File: config.mk
export PLATFORM = sky130hd
export DESIGN_NAME = serial_add16
export DESIGN_NICKNAME = d
export VERILOG_FILES = /design/src/rtl/serial_add_pkg.sv /design/src/rtl/fulladder.sv /design/src/rtl/serial_add16.sv
export SDC_FILE = /design/constraint.sdc
export NUM_CORES = 1
export LEC_CHECK = 0
export BUFFER_PORTS_ARGS = -buffer_cell sky130_fd_sc_hd__clkbuf_2
export CAP_MARGIN = 20
export CORE_MARGIN = 8
export CORE_UTILIZATION = 55
export DETAILED_ROUTE_END_ITERATION = 10
export HOLD_SLACK_MARGIN = 0.06
export PLACE_DENSITY = 0.83
export RECOVER_POWER = 100
export SETUP_SLACK_MARGIN = 0.05
export SKIP_LAST_GASP = 1
export SYNTH_ARGS = -nofsm -noshare
export SYNTH_HDL_FRONTEND = slang
export SYNTH_SLANG_ARGS = --single-unit
File: constraint.sdc
create_clock -name clk -period 1.9 [get_ports clk]
set_input_delay 0.095 -clock clk [delete_from_list [all_inputs] [get_ports clk]]
set_output_delay 0.095 -clock clk [all_outputs]
set_load 0.01 [all_outputs]
File: src/rtl/serial_add_pkg.sv
// Shared types and constants for the bit-serial adder.
package serial_add_pkg;
  typedef enum logic [1:0] {IDLE, RUN, DONE} state_t;

  localparam int WIDTH_DEF = 16;

  // Bit-counter width; never narrower than one bit.
  function automatic int cnt_w(input int w);
    return (w < 2) ? 1 : $clog2(w);
  endfunction
endpackage

File: src/rtl/fulladder.sv
// Gate-level one-bit full adder.
module fulladder (
  input  logic a,
  input  logic b,
  input  logic ci,
  output logic s,
  output logic co
);
  logic p, g, t;

  xor (p, a, b);
  xor (s, p, ci);
  and (g, a, b);
  and (t, p, ci);
  or  (co, g, t);
endmodule

File: src/rtl/serial_add16.sv
// Bit-serial adder: one bit per clock, LSB first, valid/ready on both sides.
module serial_add16
  import serial_add_pkg::*;
#(
  parameter int WIDTH = WIDTH_DEF
) (
  input  logic             clk,
  input  logic             rst_n,
  input  logic             in_valid,
  output logic             in_ready,
  input  logic [WIDTH-1:0] a,
  input  logic [WIDTH-1:0] b,
  input  logic             cin,
  output logic             out_valid,
  input  logic             out_ready,
  output logic [WIDTH-1:0] sum,
  output logic             cout,
  output logic             ovf,
  output logic             busy
);
  localparam int CW = cnt_w(WIDTH);
  localparam logic [CW-1:0] LAST = CW'(WIDTH - 1);

  state_t           state;
  logic [WIDTH-1:0] a_sr, b_sr;
  logic [WIDTH-2:0] acc;
  logic             carry;
  logic [CW-1:0]    cnt;
  logic             s, co;

  fulladder u_fa (.a(a_sr[0]), .b(b_sr[0]), .ci(carry), .s(s), .co(co));

  // acc holds the sum bits produced so far; the final bit is merged straight
  // into sum so the result register only changes on the last RUN cycle.
  always_ff @(posedge clk or negedge rst_n) begin
    if (!rst_n) begin
      state     <= IDLE;
      in_ready  <= 1'b1;
      out_valid <= 1'b0;
      busy      <= 1'b0;
      a_sr      <= '0;
      b_sr      <= '0;
      acc       <= '0;
      carry     <= 1'b0;
      cnt       <= '0;
      sum       <= '0;
      cout      <= 1'b0;
      ovf       <= 1'b0;
    end else begin
      case (state)
        IDLE: if (in_valid) begin
          a_sr     <= a;
          b_sr     <= b;
          carry    <= cin;
          cnt      <= '0;
          in_ready <= 1'b0;
          busy     <= 1'b1;
          state    <= RUN;
        end
        RUN: begin
          acc   <= (WIDTH-1)'({s, acc} >> 1);
          a_sr  <= a_sr >> 1;
          b_sr  <= b_sr >> 1;
          carry <= co;
          if (cnt == LAST) begin
            sum       <= {s, acc};
            cout      <= co;
            ovf       <= carry ^ co;
            busy      <= 1'b0;
            out_valid <= 1'b1;
            state     <= DONE;
          end else begin
            cnt <= cnt + 1'b1;
          end
        end
        DONE: if (out_ready) begin
          out_valid <= 1'b0;
          in_ready  <= 1'b1;
          state     <= IDLE;
        end
        default: state <= IDLE;
      endcase
    end
  end
endmodule

==> metrics.md, run 1 <==
| Metric | Value |
|---|---|
| Status | finished clean |
| First-pass GRT wire length | 12130 um |
| Reg-to-reg slack, setup | 0.12 ns |
| Clk root buf | clkbuf_8 |
| Initial core utilization | 0.5642 |
| Hpwl dp | 4469 um |
| Worst-Margin Slew | 0.7958 ns |
| Vias in the first global route | 2507 |
| Max-slew headroom | 0.4695 |
| Post-synth ARST share | 1.000 |
| Max_cap viols | 0 |
| GRT Util Overall | 0.1766 |
| Final Max Slew Viols | 0 |
| Kind of end point of the critical path | flip-flop |
| Place WS | 0.03274 ns |
| Reg2reg start | cnt[0] |
| Setup violators final | 0 |
| Fin crit share | 0.9362 |
| Clock sinks | 75 |
| Htree depth | 3 |
| Drt drc | 0 |
| Netlist cell types | 34 |
| Fin. Hold Viols | 0 |
| Critical path peak fanout | 8 |
| Via density | 5.287 |
| Register area share after synthesis | 0.5656 |
| Clk pin slew, worst setup/hold paths | 0.08 ns |
| Port-buffer cells | 57 |
| Synth top area cells | dfrtp_1, mux2i_1, nand2_1 |
| Synthesized area | 3321 um^2 |
| Peak VDD IR | 0.9410 mV |
| Kind of critical path | flip-flop to flip-flop |
| IO Pins | 58 |
| CTS tree | built |
| Site Rows | 28 |
| Routed vias | 2448 |
| Die area | 8780 um^2 |
| Tot Pwr | 0.006572 W |
| Worst path required time | 2.14 ns |
| Reg2reg path depth | 4 |
| DRT Pass-1 Iters | 4 |
| Core area | 5886 um^2 |
| Final antenna-violating net count | 0 |
| Static leakage | 2.021 nW |
| Ys flop type | dfrtp_1 |
| Worst-Skew Late Latency | 0.35 ns |
| Critical Path Start Type | flip-flop |
| Crit path DAT | 2.02 ns |
| Layout Skew | 0.008950 ns |
| Layout area overhead | 21.85% |
| Die height | 93.70 um |
| ANT cells | 0 |
| Max Root-Sink Buffers | 2 |
| Worst Setup SP | cnt[0] |
| Top cells by count, synth | nand2_1, dfrtp_1, o21ai_0 |
| Placer Congestion | 0.8112 |
| Syn Area/Cell | 11.11 um^2 |
| Hold Slack | 0.06690 ns |
| Antenna violations before repair | 0 |
| Syn Inst Count | 299 |
| WL final | 7263 um |
| Wire length per cell | 15.69 um |
| Synth Register Bits | 75 |
| Tmin final | 1.779 ns |
| Number of synthesized flops with an enable pin | 0 |
| RSZ-0062 raised after global routing | false |
| Hold Crit Class | primary input to flip-flop |
| R2r endpoint | sum[15] |
| PD cells | 1624 nW/um^2 |
| Syn nets | 338 |
| Synth Warn # | 0 |
| Sum Neg Setup Slack | 0 ns |
| Most frequent cell after synthesis | nand2_1 |
| Total clock buffers created by CTS | 9 |
| Fmax | 562.2 MHz |
| Layout cell share with drive strength beyond 1 | 0.1753 |
| Nets | 422 |
| Synth top area share | 0.5576 |
| Die width | 93.70 um |
| Worst Setup EP | sum[15] |
| Post-CTS Setup Bufs | 0 |
| Setup slack after layout | 0.1211 ns |
| Area leader, netlist | dfrtp_1 |
| First DRT Iteration DRCs | 171 |
| Largest net degree at the start of global routing | 66 |
| Total congestion overflow | 0 |
[timing repair]
| item | 4_1_cts | 5_1_grt |
|---|---|---|
| gates cloned | 1 | 0 |
| endpoints found under the hold margin | 89 | 1 |
| hold buffers | 26 | 1 |
| gates resized for setup | 1 | 1 |
| pin swaps | 1 | 0 |
| endpoints found under the setup margin | 5 | 25 |
[layer usage]
metal,vias to the layer above,GRT usage,wire length (um),share of wire
met3,6,0.06875,481,0.066
met1,1198,0.2265,3149,0.43
li1,1178,-,-,-
met5,-,0,0,0
met4,0,0.05416,71,0.0098
met2,66,0.2690,3560,0.49
[worst max-delay path, stage by stage (launching register included)]
cell     delay [ns]
dfrtp_1        0.40
ha_1           0.23
and3_1         0.43
and2_4         0.26
mux2_1         0.33
[cells by family (layout without fill, tap and decap cells)]
kind of cell | Yosys count | count (layout) | share of synthesized area
AOI/OAI and AO/OA | 53 | 54 | 0.08591
adders and majority gates | 2 | 2 | 0.009796
and+or+nand+nor | 97 | 97 | 0.1232
buffers and inverters | 23 | 111 | 0.04936
muxes | 48 | 48 | 0.1635
DFF | 75 | 75 | 0.5656
xor gates and xnor gates | 1 | 1 | 0.002638
[power breakdown]
group,switching (W),internal [W]
Combinational,0.00141,0.00110
Clock,0.000614,0.000642
Sequential,0.000485,0.00232
Total,0.00251,0.00406
[cell type report]
type                            count  area [um^2]
Sequential cell                    75         1878
Fill cell                         471         1839
Multi-Input combinational cell    202         1274
Timing Repair Buffer               91        583.1
Clock buffer                       10        137.6
Tap cell                           75        93.84
Clock inverter                      6        65.06
Inverter                            4        15.01
[through the flow]
step | utilization | cell area (um^2) | instances
6_report | 0.6875 | 4046 | 463
5_1_grt | 0.6875 | 4046 | 463
4_1_cts | 0.6988 | 4113 | 462
3_5_place_dp | 0.6169 | 3631 | 419
3_3_place_gp | 0.6169 | 3631 | 419
2_1_floorplan | - | 3321 | 299
[how the worst min path moves through the flow]
stage | slack [ns] | endpoint | startpoint | cells after the start
after CTS | 0.06 | b_sr[10] | b[10] | 3
after detailed placement | 0.24 | sum[2] | rst_n | 1
final | 0.07 | b_sr[2] | b[2] | 3
after global routing | 0.08 | b_sr[2] | b[2] | 3
after floorplan | -0.20 | a_sr[0] | rst_n | 0
after global placement | 0.23 | sum[0] | rst_n | 1
[placed cells by master (no fill, tap or decap), drive strengths merged]
| cell type | n |
|---|---|
| clkinv | 4 |
| a311oi | 1 |
| fa | 1 |
| o21ai | 37 |
| a31oi | 1 |
| o21bai | 2 |
| nand2b | 2 |
| nand3 | 3 |
| mux2i | 31 |
| nor2b | 1 |
| xnor2 | 1 |
| and2b | 1 |
| inv | 4 |
| or3 | 1 |
| dfstp | 1 |
| nor3 | 1 |
| bufinv | 1 |
| dlygate4sd3 | 27 |
| mux2 | 17 |
| and2 | 1 |
| a22oi | 3 |
| o21a | 1 |
| a21oi | 8 |
| o31ai | 1 |
| nand2 | 83 |
| dfrtp | 74 |
| nor4 | 1 |
| buf | 4 |
| nor2 | 2 |
| ha | 1 |
| clkinvlp | 1 |
| clkbuf | 70 |
| and3 | 1 |
[state kept, by name (all words and copies together) (netlist names)]
name,cells
out_valid,1
a_sr,16
carry,1
b_sr,16
sum,16
state,2
in_ready,1
busy,1
cout,1
ovf,1
acc,15
cnt,4
Note: power is estimated with default switching activity, not from simulation.
==> run 2, diff against run 1 <==
Settings changed: ABC_AREA set to 1, CTS_CLUSTER_SIZE set to 10.
==> metrics.md, run 2 <==
| Metric | Value |
|---|---|
| Clk pwr share | 0.226 |
| Fin crit share | 0.8653 |
| Netlist cell types | 25 |
| Ys flop type | dfrtp_1 |
| Worst-Margin Slew | 0.8645 ns |
| Die area | 8679 um^2 |
| Synth Register Bits | 75 |
| Clk pin slew, worst setup/hold paths | 0.07 ns |
| Top cells by count, synth | nand2_1, dfrtp_1, inv_1 |
| Worst path required time | 2.15 ns |
| Tmin final | 1.644 ns |
| Reg-to-reg slack, setup | 0.26 ns |
| Commonest cells after routing, fill and taps aside | nand2_1, dfrtp_1, o21ai_0, inv_1, clkbuf_2 |
| Sequential fraction of design power | 0.411 |
| Layout Skew | 0.005948 ns |
| Commonest non-fill, non-tap cell in the layout | nand2_1 |
| Synthesized area | 3274 um^2 |
| Kind of critical path | flip-flop to flip-flop |
| Most frequent cell after synthesis | nand2_1 |
| Syn nets | 417 |
| Status | finished clean |
| Final Max Slew Viols | 0 |
| Max Root-Sink Buffers | 2 |
| Number of synthesized flops with an enable pin | 0 |
| Port-buffer cells | 57 |
| Die width | 93.16 um |
| Clock sinks | 75 |
| Peak VDD IR | 0.8276 mV |
| CTS tree | built |
| Static leakage | 1.929 nW |
| Routed vias | 2563 |
| Via density | 4.910 |
| Total congestion overflow | 0 |
| Initial core utilization | 0.5597 |
| Site Rows | 28 |
| Logic pwr share | 0.364 |
| ANT cells | 0 |
| Setup slack after layout | 0.2560 ns |
| Largest net degree at the start of global routing | 63 |
| Layout area overhead | 19.14% |
| Nets | 481 |
| Critical path peak fanout | 22 |
| Die height | 93.16 um |
| Kind of end point of the critical path | flip-flop |
| GRT Util Overall | 0.1695 |
| Internal power | 0.004042 W |
| Synth Warn # | 0 |
| Max-slew headroom | 0.4237 |
| Htree depth | 3 |
| Largest registers | a_sr x16, b_sr x16, sum x16 |
| Synth top area share | 0.5655 |
| Antenna violations before repair | 0 |
| RSZ-0062 raised after global routing | false |
| IO Pins | 58 |
| Place WS | 0.4240 ns |
| Final antenna-violating net count | 0 |
| Sum Neg Setup Slack | 0 ns |
| Wire length per cell | 12.94 um |
| Register area share after synthesis | 0.5736 |
| Post-CTS Setup Bufs | 0 |
| Core area | 5851 um^2 |
| Setup violators final | 0 |
| Net Switching | 0.002413 W |
| Drt drc | 0 |
| Post-synth ARST share | 1.000 |
| Max_cap viols | 0 |
| Hold Crit Class | primary input to flip-flop |
| WL final | 6756 um |
| Fin. Hold Viols | 0 |
| DRT Pass-1 Iters | 4 |
| PD cells | 1655 nW/um^2 |
| Post-CTS Hold Buffers | 10 |
| Syn Area/Cell | 8.662 um^2 |
| First-pass GRT wire length | 11740 um |
| Sw frac | 0.3738 |
| Placer Congestion | 0.7561 |
| Critical Path Start Type | flip-flop |
| FILL cells | 471 |
| Syn Inst Count | 378 |
| Layout cell share with drive strength beyond 1 | 0.1409 |
| Hpwl dp | 4654 um |
| Worst-Skew Late Latency | 0.34 ns |
| Synth top area cells | dfrtp_1, nand2_1, o21ai_1 |
| Vias in the first global route | 2555 |
| Fmax | 608.3 MHz |
| Clk root buf | clkbuf_8 |
| Crit path DAT | 1.89 ns |
| Area leader, netlist | dfrtp_1 |
| Post-cts sizing count | 0 |
| Total clock buffers created by CTS | 9 |
| First DRT Iteration DRCs | 155 |
[run 2: worst max-delay path, cell delays in order (launching register included)]
cell and delay, ns:
dfrtp_1 0.43, inv_1 0.13, nand2_4 0.15, inv_2 0.11, clkbuf_2 0.37, nand2_1 0.14, o21ai_0 0.21
[run 2: kinds of logic (layout without fill, tap and decap cells)]
logic type                 Yosys count  count (layout)  synth area share
DFF                                 75              75            0.5736
adders and majority gates            2               2          0.009935
buffers and inverters               70             139            0.1013
and+or+nand+nor                    137             137            0.1639
xor gates and xnor gates             1               1          0.002675
AOI/OAI and AO/OA                   93              93            0.1486
[run 2: final cells by class]
class | instances | area, um^2 | share of cell area
sequential | 75 | 1878 | 0.4814
multi-input combinational | 233 | 1065 | 0.2729
timing repair buffer | 72 | 431.7 | 0.1106
inverter | 51 | 191.4 | 0.04907
clock buffer | 11 | 141.4 | 0.03624
clock inverter | 5 | 100.1 | 0.02566
tap | 75 | 93.84 | 0.02405
[run 2: path summary, 6_finish.rpt]
| path | start | endpoint | cells after the start |
|---|---|---|---|
| max | state[1] | cnt[0] | 6 |
| min | b[6] | b_sr[6] | 5 |
| max reg2reg | state[1] | cnt[0] | 6 |
| min reg2reg | acc[0] | sum[0] | 2 |
| max in group asynchronous | rst_n | in_ready | 3 |
| min in group asynchronous | rst_n | a_sr[2] | 2 |
[run 2: power by group through the flow]
stage / Clock, W / Combinational, W / Sequential (W)
floorplan: 0 / 0.00185 / 0.00267
global placement: 0 / 0.00236 / 0.00264
detailed placement: 0 / 0.00247 / 0.00267
CTS: 0.00149 / 0.00250 / 0.00265
global route: 0.00155 / 0.00274 / 0.00272
finish: 0.00146 / 0.00235 / 0.00265
[run 2: stage by stage]
step / power (W) / hold slack [ns] / area (um^2) / std cells / util
2_1_floorplan: 0.004515 / -0.2006 / 3274 / 378 / -
3_3_place_gp: 0.004996 / 0.06590 / 3591 / 496 / 0.6138
3_5_place_dp: 0.005136 / 0.07845 / 3591 / 496 / 0.6138
4_1_cts: 0.006648 / 0.06410 / 3933 / 522 / 0.6722
5_1_grt: 0.007016 / 0.1034 / 3901 / 522 / 0.6668
6_report: 0.006455 / 0.07293 / 3901 / 522 / 0.6668
[run 2: metal layers]
layer | vias to the layer above | wire, um | GRT usage
li1 | 1316 | - | -
met1 | 1172 | 3095 | 0.2125
met3 | 13 | 316 | 0.03365
met4 | 0 | 170 | 0.09799
met5 | - | 0 | 0
met2 | 62 | 3174 | 0.2680
